**config.mk**
```make
export PLATFORM = sky130hd
export DESIGN_NAME = l2_arbiter
export DESIGN_NICKNAME = d
export VERILOG_FILES = /design/src/rtl/lc3b_types.sv /design/src/rtl/l2_arb_sat_counter.sv /design/src/rtl/l2_arbiter.sv
export SDC_FILE = /design/constraint.sdc
export NUM_CORES = 1
export LEC_CHECK = 0
export CAP_MARGIN = 40
export CORE_AREA = 2 2 271 273
export CTS_CLUSTER_DIAMETER = 80
export DETAILED_ROUTE_END_ITERATION = 6
export DIE_AREA = 0 0 273 275
export DONT_BUFFER_PORTS = 1
export PLACE_DENSITY = 0.3
export SLEW_MARGIN = 0
export SYNTH_ARGS = -nofsm -noshare
export SYNTH_HDL_FRONTEND = slang
export SYNTH_SLANG_ARGS = --single-unit
```
**constraint.sdc**
```tcl
create_clock -name clk -period 1.8 [get_ports clk]
set_input_delay 0.18 -clock clk [delete_from_list [all_inputs] [get_ports clk]]
set_output_delay 0.18 -clock clk [all_outputs]
set_load 0.005 [all_outputs]
```
**src/rtl/lc3b_types.sv**
```systemverilog
// Shared LC-3b memory-system types: word/line widths, L2 arbiter state and grant encodings.
package lc3b_types;

    localparam int unsigned WORD_WIDTH   = 16;
    localparam int unsigned C_LINE_WIDTH = 128;
    localparam int unsigned PERF_WIDTH   = 16;

    typedef logic [WORD_WIDTH-1:0]   lc3b_word;
    typedef logic [C_LINE_WIDTH-1:0] lc3b_c_line;

    typedef enum logic [1:0] {
        IDLE    = 2'd0,
        SERVE_I = 2'd1,
        SERVE_D = 2'd2
    } l2_arb_state_t;

    typedef enum logic {
        GRANT_I = 1'b0,
        GRANT_D = 1'b1
    } l2_arb_grant_t;

endpackage

```
**src/rtl/l2_arb_sat_counter.sv**
```systemverilog
// Saturating event counter used for the optional arbiter performance statistics.
module l2_arb_sat_counter
    import lc3b_types::*;
(
    input  logic                  clk,
    input  logic                  rst,
    input  logic                  clear,
    input  logic                  inc,
    output logic [PERF_WIDTH-1:0] count
);

    localparam logic [PERF_WIDTH-1:0] COUNT_MAX = {PERF_WIDTH{1'b1}};

    always_ff @(posedge clk) begin
        if (rst || clear) begin
            count <= '0;
        end else if (inc && (count != COUNT_MAX)) begin
            count <= count + PERF_WIDTH'(1);
        end
    end

endmodule

```
**src/rtl/l2_arbiter.sv**
```systemverilog
// Round-robin arbiter sharing one L2 port between the L1 I-cache and the D-side write-back path.
// Define L2_ARB_PERF_EN to add saturating grant/conflict counters.
module l2_arbiter
    import lc3b_types::*;
#(
    parameter int unsigned ADDR_WIDTH = WORD_WIDTH,
    parameter int unsigned LINE_WIDTH = C_LINE_WIDTH
) (
    input  logic                  clk,
    input  logic                  rst,
    input  logic                  i_read,
    input  logic [ADDR_WIDTH-1:0] i_addr,
    output logic [LINE_WIDTH-1:0] i_rdata,
    output logic                  i_resp,
    input  logic                  d_read,
    input  logic                  d_write,
    input  logic [ADDR_WIDTH-1:0] d_addr,
    input  logic [LINE_WIDTH-1:0] d_wdata,
    output logic [LINE_WIDTH-1:0] d_rdata,
    output logic                  d_resp,
    output logic                  l2_read,
    output logic                  l2_write,
    output logic [ADDR_WIDTH-1:0] l2_addr,
    output logic [LINE_WIDTH-1:0] l2_wdata,
    input  logic [LINE_WIDTH-1:0] l2_rdata,
    input  logic                  l2_resp
`ifdef L2_ARB_PERF_EN
    ,
    output logic [PERF_WIDTH-1:0] perf_i_grants,
    output logic [PERF_WIDTH-1:0] perf_d_grants,
    output logic [PERF_WIDTH-1:0] perf_conflicts
`endif
);

    l2_arb_state_t state;
    l2_arb_state_t state_next;
    l2_arb_grant_t last_grant;
    l2_arb_grant_t last_grant_next;

    logic i_req;
    logic d_req;
    logic grant_i;
    logic grant_d;
    logic conflict;

    assign i_req = i_read;
    assign d_req = d_read | d_write;

    // State register; after reset the D side counts as last served so I wins the first tie.
    always_ff @(posedge clk) begin
        if (rst) begin
            state      <= IDLE;
            last_grant <= GRANT_D;
        end else begin
            state      <= state_next;
            last_grant <= last_grant_next;
        end
    end

    // Next-state: grants only from IDLE, which forces a bubble after every completion.
    always_comb begin
        state_next      = state;
        last_grant_next = last_grant;
        grant_i         = 1'b0;
        grant_d         = 1'b0;
        conflict        = 1'b0;
        case (state)
            IDLE: begin
                conflict = i_req & d_req;
                if (conflict) begin
                    grant_i = (last_grant == GRANT_D);
                    grant_d = (last_grant == GRANT_I);
                end else begin
                    grant_i = i_req;
                    grant_d = d_req;
                end
                if (grant_i) begin
                    state_next      = SERVE_I;
                    last_grant_next = GRANT_I;
                end else if (grant_d) begin
                    state_next      = SERVE_D;
                    last_grant_next = GRANT_D;
                end
            end
            SERVE_I: begin
                if (l2_resp) begin
                    state_next = IDLE;
                end
            end
            SERVE_D: begin
                if (l2_resp) begin
                    state_next = IDLE;
                end
            end
            default: begin
                state_next = IDLE;
            end
        endcase
    end

    // Output mux: the granted side is wired straight through; a write wins over a read on D.
    always_comb begin
        l2_read  = 1'b0;
        l2_write = 1'b0;
        l2_addr  = '0;
        l2_wdata = '0;
        i_rdata  = '0;
        i_resp   = 1'b0;
        d_rdata  = '0;
        d_resp   = 1'b0;
        case (state)
            SERVE_I: begin
                l2_read = 1'b1;
                l2_addr = i_addr;
                i_rdata = l2_rdata;
                i_resp  = l2_resp;
            end
            SERVE_D: begin
                l2_write = d_write;
                l2_read  = d_read & ~d_write;
                l2_addr  = d_addr;
                l2_wdata = d_wdata;
                d_rdata  = l2_rdata;
                d_resp   = l2_resp;
            end
            default: begin
            end
        endcase
    end

`ifdef L2_ARB_PERF_EN
    l2_arb_sat_counter u_perf_i_grants (
        .clk   (clk),
        .rst   (rst),
        .clear (1'b0),
        .inc   (grant_i),
        .count (perf_i_grants)
    );

    l2_arb_sat_counter u_perf_d_grants (
        .clk   (clk),
        .rst   (rst),
        .clear (1'b0),
        .inc   (grant_d),
        .count (perf_d_grants)
    );

    l2_arb_sat_counter u_perf_conflicts (
        .clk   (clk),
        .rst   (rst),
        .clear (1'b0),
        .inc   (conflict),
        .count (perf_conflicts)
    );
`endif

endmodule

```
After elaboration in Yosys (flattened, before gate mapping)
Index checks and enable logic that the tools add are counted.

Logic and storage cells: 34. Output and inout port bits: 404. Register bits: 3.

Mux-type cells: 18. Reduce and logical (&&, ||, !) cells: 5. Bitwise operators: 5. Eq/ne operators: 4.

Operators with widths (number): $mux 128 (3); $pmux 16 s2 (1); $mux 1 (9); $mux 2 (3); $pmux 2 s2 (1); $reduce_and 2->1 (2); $ne 3x3->1 const B (1); $and 1x1->1 (2); $eq 2x1->1 const B (1); $eq 2x2->1 const B (1); $logic_not 2->1 (1); $ne 2x1->1 const B (1); $not 1->1 (2); $pmux 1 s2 (1); $reduce_bool 2->1 (1); $reduce_or 2->1 (1); $or 1x1->1 (1).

Depth between registers and ports, before layout
Depth in word-level cells: 7. Depth in mapped cells: 6.

Least setup slack after synthesis
Ideal clock, no wire load.

Path kind: register to output. Start: register state[0]. End: output d_rdata[100]. Data arrival time: 1.211 ns. Path slack: 0.409 ns. Path buffers: 2. Cell stages (with the launch flop): 6. Path through: dfxtp_1 -> inv_1 -> ha_1 -> clkbuf_1 -> clkbuf_1 -> and2_1.

Longest elaborated chain between the ends: 2.

Ends and longest elaborated chain: from (decl) (line l2_arbiter.sv:35) `l2_arb_state_t state;`; from (signal assigned) (line l2_arbiter.sv:55) `state <= state_next;`; $eq 2x2->1 (line l2_arbiter.sv:111) `case (state)`; $mux 128 (line l2_arbiter.sv:111); to (decl) (line l2_arbiter.sv:19) `output logic [LINE_WIDTH-1:0] d_rdata,`.

Every way passes these cells.

Worst setup path after layout
Start: register state[0]. End: output i_rdata[2].

Longest elaborated chain between the ends: 2.

Ends and longest elaborated chain: $eq 2x1->1 (line l2_arbiter.sv:111); $mux 128 (line l2_arbiter.sv:111); to (decl) (line l2_arbiter.sv:13) `output logic [LINE_WIDTH-1:0] i_rdata,`.

Every way passes these cells.

==> impl_metrics.py <==
metrics = {
    "drt": {
        "drc": 0,
        "viasPerCell": 2.526,
        "wl_met2_um": 12600,
        "met3_wirelength_um": 3551,
        "top_layer": "met5",
        "wirelength_um": 25350,
        "wire_per_inst_um": 17.45,
        "initialDrtViolationCount": 195,
        "ant_nets": 0,
        "met1_length_um": 8526,
        "first_pass_iters": 4,
        "vias": 3671,
    },
    "pwr": {
        "power_density_nw_per_um2": 438.2,
        "power.leakage_nw": 1.479,
        "switchingPower_mw": 1.018,
        "swShare": 0.5050,
        "total_power_mw": 2.016,
        "pwr-share-clk": 0.177,
        "p_int_uw": 997.9,
        "p_comb_frac": 0.780,
        "irDropWorstVdd_uv": 423.8,
        "seqPwrFrac": 0.044,
    },
    "finish": {
        "syn_to_final_growth_pct": 51.94,
        "final_nets": 769,
        "drive_gt1_frac": 0.08705,
        "fin_area_um2": 4601,
        "fin_util": 0.06360,
        "nFillCells": 8501,
    },
    "timing": {
        "worst_pin_slew_ps": 311.1,
        "fin_crit_ps": 1744,
        "maxSlewHeadroom": 0.7926,
        "min_period_over_period": 0.9689,
        "slew_viol_final": 0,
        "fmax_mhz": 573.4,
        "hold_viol": 0,
        "whs_ps": 70.62,
        "layout_setup_ws_ps": 55.91,
        "skew_ps": 0.9427,
        "setup_viol": 0,
    },
    "logic_synthesis": {
        "yosysWarnings": 0,
        "async_flop_share": 0,
        "netlist_area_um2": 3028,
        "ys.flop_type": "dfxtp_1",
        "yosysTopAreaCell": "and2_1",
        "synthTopCellsByArea": "and2_1 80%, clkbuf_1 5.7%, a22oi_1 4.0%",
        "yosysSeqAreaShare": 0.01983,
        "syn_nets": 787,
        "synth-seq-cells": 3,
        "synth.avg_cell_area_um2": 6.179,
        "ys_types": 20,
        "synthCells": 490,
        "synth-edff-count": 0,
        "yosysTopAreaCellShare": 0.7996,
    },
    "placement": {
        "hpwl_um": 22150,
        "portBuffers": 0,
        "place_congestion": 0.8115,
        "place_ws_ps": 28.41,
        "placed_area_um2": 4390,
    },
    "global_routing": {
        "grtUsageTotal": 0.05522,
        "grt_pass1_wl_um": 27730,
        "gr-total-overflow": 0,
        "grt_max_degree": 112,
        "antenna_found_initial": 34,
        "first_global_vias": 3044,
    },
    "worst_setup_path": {
        "cp_max_fo": 35,
        "crit_family": "buffers and inverters",
        "start_kind": "register",
        "path_common_cell": "buf_4",
        "critPathBufInv": 3,
        "worstPathCellList": "buf_4, ha_4, buf_4, clkbuf_16, and2_1",
        "cp.arrival_ps": 1560,
        "cp.required_ps": 1620,
        "worstSetupPathType": "reg -> out",
        "worst_path_largest_cell_delay_ps": 340,
        "end_kind": "primary output",
        "crit_slowest_cell": "dfxtp_1",
    },
    "cts": {
        "cts-buffers-inserted": 3,
        "htreeDepth": 1,
        "clk_pin_slew_worst_paths_ps": 30,
        "root_buffer": "clkbuf_16",
        "cts_tree": "yes",
        "clock_latency_ps": 220,
        "clk_path_buf_depth": 2,
        "cts_num_sinks": 3,
    },
    "run_status": {
        "outcome": "completed",
    },
    "die": {
        "die_y_um": 275,
        "dieArea_um2": 75080,
        "start_util": 0.04186,
        "pin_count": 698,
        "fp.dieW_um": 273,
        "core_um2": 72340,
        "row_count": 99,
    },
    "job": {
        "cap_violations": 0,
    },
    "worst_hold_path": {
        "hp-class": "in -> reg",
    },
}
worst register-to-register path: cells and delay by family, from the launching register on:
family | cells | cell delay (ps)
adders and majority gates | 1 | 200
and+or+nand+nor | 1 | 480
AOI/OAI and AO/OA | 2 | 320
buffers and inverters | 1 | 80
DFF | 1 | 330
metrics by stage:
step | std cells | setup TNS, ps
after floorplan | 490 | 0
after global placement | 1424 | 0
after detailed placement | 1424 | 0
after CTS | 1428 | 0
after global routing | 1443 | -0.5986
final | 1453 | 0
placed cells by master, fill, tap and decap left out, types with 4 or more instances in the layout:
cell / Yosys / final
clkbuf_16: 0 / 4
a22oi_2: 0 / 5
nor2b_1: 16 / 16
buf_12: 0 / 10
buf_4: 0 / 11
a22oi_1: 16 / 11
diode_2: 0 / 23
and2_1: 387 / 387
timing repair:
| action | 4_1_cts | 5_1_grt |
|---|---|---|
| pin swaps | 1 | 2 |
| hold buffers | 0 | 0 |
| gates cloned | 0 | 1 |
| gates resized for setup | 4 | 6 |
| setup endpoints to repair | 3 | 6 |
| buffers inserted | 0 | 1 |
routing by layer:
layer  up-vias  global-route usage
met4        14             0.01898
met1      1689             0.05170
met5         -                   0
met2       455              0.1015
li1       1467                   -
met3        46             0.03029
state kept, by name (all words and copies together) (netlist names):
name	flops
last_grant	1
state	2
power by group through the flow:
stage / Sequential [mW] / Combinational [mW] / Clock [mW]
CTS: 0.0863 / 1.54 / 0.362
detailed placement: 0.0864 / 1.53 / 0
global route: 0.0896 / 1.72 / 0.364
global placement: 0.0856 / 1.53 / 0
floorplan: 0.0841 / 0.992 / 0
finish: 0.0878 / 1.57 / 0.356
cells in the mapped netlist, types with 2 or more instances:
| cell | instances |
|---|---|
| dfxtp_1 | 3 |
| nand2_1 | 2 |
| nor2b_1 | 16 |
| and2_1 | 387 |
| ha_1 | 3 |
| clkbuf_1 | 46 |
| a22oi_1 | 16 |
| a21oi_1 | 2 |
| nor2_1 | 2 |
| inv_1 | 3 |
area by class of cell:
class	count	area, um^2	share of cell area
Multi-Input combinational cell	437	2829	0.6149
Tap cell	959	1200	0.2608
Timing Repair Buffer	24	362.8	0.07887
Clock buffer	4	78.83	0.01713
Sequential cell	3	61.31	0.01333
Antenna cell	23	57.56	0.01251
Inverter	3	11.26	0.002448
worst paths after layout:
path                 to        from  slack (ps)  depth (start not counted)
max          i_rdata[2]    state[0]          60                          5
max reg2reg    state[1]    state[1]         350                          5
min reg2reg  last_grant  last_grant         480                          2
min          last_grant         rst          70                          2
cell families after synthesis:
family	count (synthesis)	share of synthesized area
compound gates	23	0.05661
fa+ha+maj	3	0.01240
buf+inv	50	0.06240
flops	3	0.01984
simple gates	411	0.8488
Note: power is estimated with default switching activity, not from simulation.
==> edit: new RTL, config.mk and constraints unchanged <==
Put a register stage on the output `l2_addr`, cleared by the reset. The value now appears one clock later. The other outputs are not delayed to match.
--- a/src/rtl/l2_arbiter.sv
+++ b/src/rtl/l2_arbiter.sv
@@ -32,4 +32,6 @@
 `endif
 );
+
+    logic [ADDR_WIDTH-1:0] l2_addr_d;
 
     l2_arb_state_t state;
@@ -103,5 +105,5 @@
         l2_read  = 1'b0;
         l2_write = 1'b0;
-        l2_addr  = '0;
+        l2_addr_d = '0;
         l2_wdata = '0;
         i_rdata  = '0;
@@ -112,5 +114,5 @@
             SERVE_I: begin
                 l2_read = 1'b1;
-                l2_addr = i_addr;
+                l2_addr_d = i_addr;
                 i_rdata = l2_rdata;
                 i_resp  = l2_resp;
@@ -119,5 +121,5 @@
                 l2_write = d_write;
                 l2_read  = d_read & ~d_write;
-                l2_addr  = d_addr;
+                l2_addr_d = d_addr;
                 l2_wdata = d_wdata;
                 d_rdata  = l2_rdata;
@@ -155,4 +157,12 @@
 `endif
 
+    always_ff @(posedge clk) begin
+        if (rst) begin
+            l2_addr <= '0;
+        end else begin
+            l2_addr <= l2_addr_d;
+        end
+    end
+
 endmodule
 
Formal check against the unedited RTL: not equivalent (a bounded check fails within 4 cycles, from zero or initial values and one cycle with rst high).
==> edit against the unedited design <==
Critical path depth rose by 1; clock skew rose by 0.0029 ns; sequential cell count rose by 16; total power rose by 37%; synthesized area rose by 9.9%; core utilization rose by 0.80 points; die area did not move; sequential power rose to 5.3 times the old value; wire length rose by 18%; design area rose by 13%; worst setup slack improved by 0.0067 ns; highest routed layer unchanged; register-to-register slack got worse by 0.20 ns.
==> edit: results (changes against the unedited design) <==
| Metric | Value |
|---|---|
| Clock skew | 0.003846 ns (+0.002903 ns) |
| Synth area leaders | and2_1, dfxtp_1, clkbuf_1, a22oi_1, nor2_1 |
| Final GP Congestion | 0.7967 (-1.8%) |
| Status | completed |
| Final wirelength | 29840 um (+18%) |
| Drt pass-1 iters | 5 (+1) |
| Seq/Total Area, Yosys | 11.43% (+9.4 points) |
| Num CTS Buffers | 3 (unchanged) |
| R2r worst-path depth | 6 (+1) |
| Routed wire length per instance | 20.12 um (+15%) |
| List of most frequent post-synthesis cells | and2_1, clkbuf_1, dfxtp_1, nor2_1, a22oi_1 |
| Worst-Skew Late Latency | 0.28 ns (+0.06 ns) |
| Worst-path maximum fanout | 6 (-83%) |
| Syn avg cell area | 6.549 um2 (+6.0%) |
| DRT met1 WL | 9477 um (+11%) |
| CP max stage delay | 0.36 ns (+0.02 ns) |
| Global-route wire length before repair | 31820 um (+15%) |
| Switching power share of the total | 44.66% (-5.8 points) |
| R2R Path Start | state[0]$_SDFFE_PP0P_ |
| Mapped Nets | 805 (+2.3%) |
| R2R Path End | l2_addr[11]$_SDFF_PP0_ |
| # Post-CTS Setup Buffers | 1 (+1) |
| Netlist cell types | 18 (-10%) |
| NumNets Final | 798 (+3.8%) |
| Hpwl dp | 24760 um (+12%) |
| Worst setup path endpoint | l2_wdata[1] |
| Layout cells sized above 1 | 12.80% (+4.1 points) |
| Pin count of the biggest net entering global routing | 83 (-26%) |
| Worst slew pin tran | 0.3711 ns (+0.05998 ns) |
| Worst R2R Setup Slack | 0.15 ns (-0.20 ns) |
| Placed instance count | 1441 (+1.2%) |
| GRT Util Overall | 6.533% (+1.0 points) |
| Clock-pin slew on the worst setup and hold paths | 0.07 ns (+0.04 ns) |
| CTS resizes | 14 (+10) |
| Leak pwr | 1.754 nW (+19%) |
| FFs w/ async S/R, synth | 0% (unchanged) |
| WL met3 | 4849 um (+37%) |
| Initial antenna violation count | 51 (+50%) |
| DR WL met2 | 14630 um (+16%) |
| Largest vdd supply drop | 0.2743 mV (-35%) |
| Vias in the first global route | 3164 (+3.9%) |
| Slowest CP cell | dfxtp_4 |
| Initial drt markers | 200 (+2.6%) |
| Top Registers | l2_addr (16), state (2), last_grant (1) |
| Drt via density | 2.645 (+4.7%) |
| Combinational gate power | 1.75 mW (+11%) |
| Min-delay src | i_addr[8] |
| Sequential share of power | 17.0% (+13 points) |
| Worst path most repeated cell | buf_12 |
## edit: how the worst min path moves through the flow
stage                                    endpoint  slack [ns]  depth (start not counted)
final                       l2_addr[8]$_SDFF_PP0_        0.05                          2
after global routing       l2_addr[14]$_SDFF_PP0_        0.06                          2
after CTS                   l2_addr[8]$_SDFF_PP0_        0.02                          2
after detailed placement  last_grant$_SDFFE_PP1P_        0.29                          1
after global placement    last_grant$_SDFFE_PP1P_        0.30                          1
after floorplan           last_grant$_SDFFE_PP1P_        0.28                          1
## edit: per-stage QoR
| step | total power, mW | worst slack, ns | hold slack (ns) |
|---|---|---|---|
| 3_5_place_dp | 1.925 | 0.1296 | 0.2911 |
| 6_report | 2.762 | 0.06263 | 0.05017 |
| 4_1_cts | 2.644 | 0.001110 | 0.02422 |
| 3_3_place_gp | 1.925 | 0.1561 | 0.3002 |
| 5_1_grt | 2.989 | -0.03594 | 0.06100 |
| 2_1_floorplan | 1.430 | 0.4332 | 0.2848 |
## edit: cells by family (layout without fill, tap and decap cells)
| group | count (synthesis) | count (layout) | synth area share [%] |
|---|---|---|---|
| compound gates | 23 | 23 | 5.303 |
| fa+ha+maj | 3 | 3 | 1.128 |
| buf+inv | 51 | 43 | 5.942 |
| flops | 19 | 19 | 11.43 |
| other cells | 0 | 24 | 0 |
| simple gates | 412 | 412 | 76.19 |
## edit: layer usage
metal,up-vias,track usage [%]
met4,44,1.381
met3,83,4.879
met5,-,0
met1,1813,6.242
li1,1548,-
met2,435,11.26
## edit: cell type report
type,instances,area [um2]
antenna,24,60.06
clock buffer,4,78.83
fill,8483,67160
inverter,2,10.01
multi-input combinational,438,2816
sequential,19,385.4
tap,959,1200
timing repair buffer,37,628.1
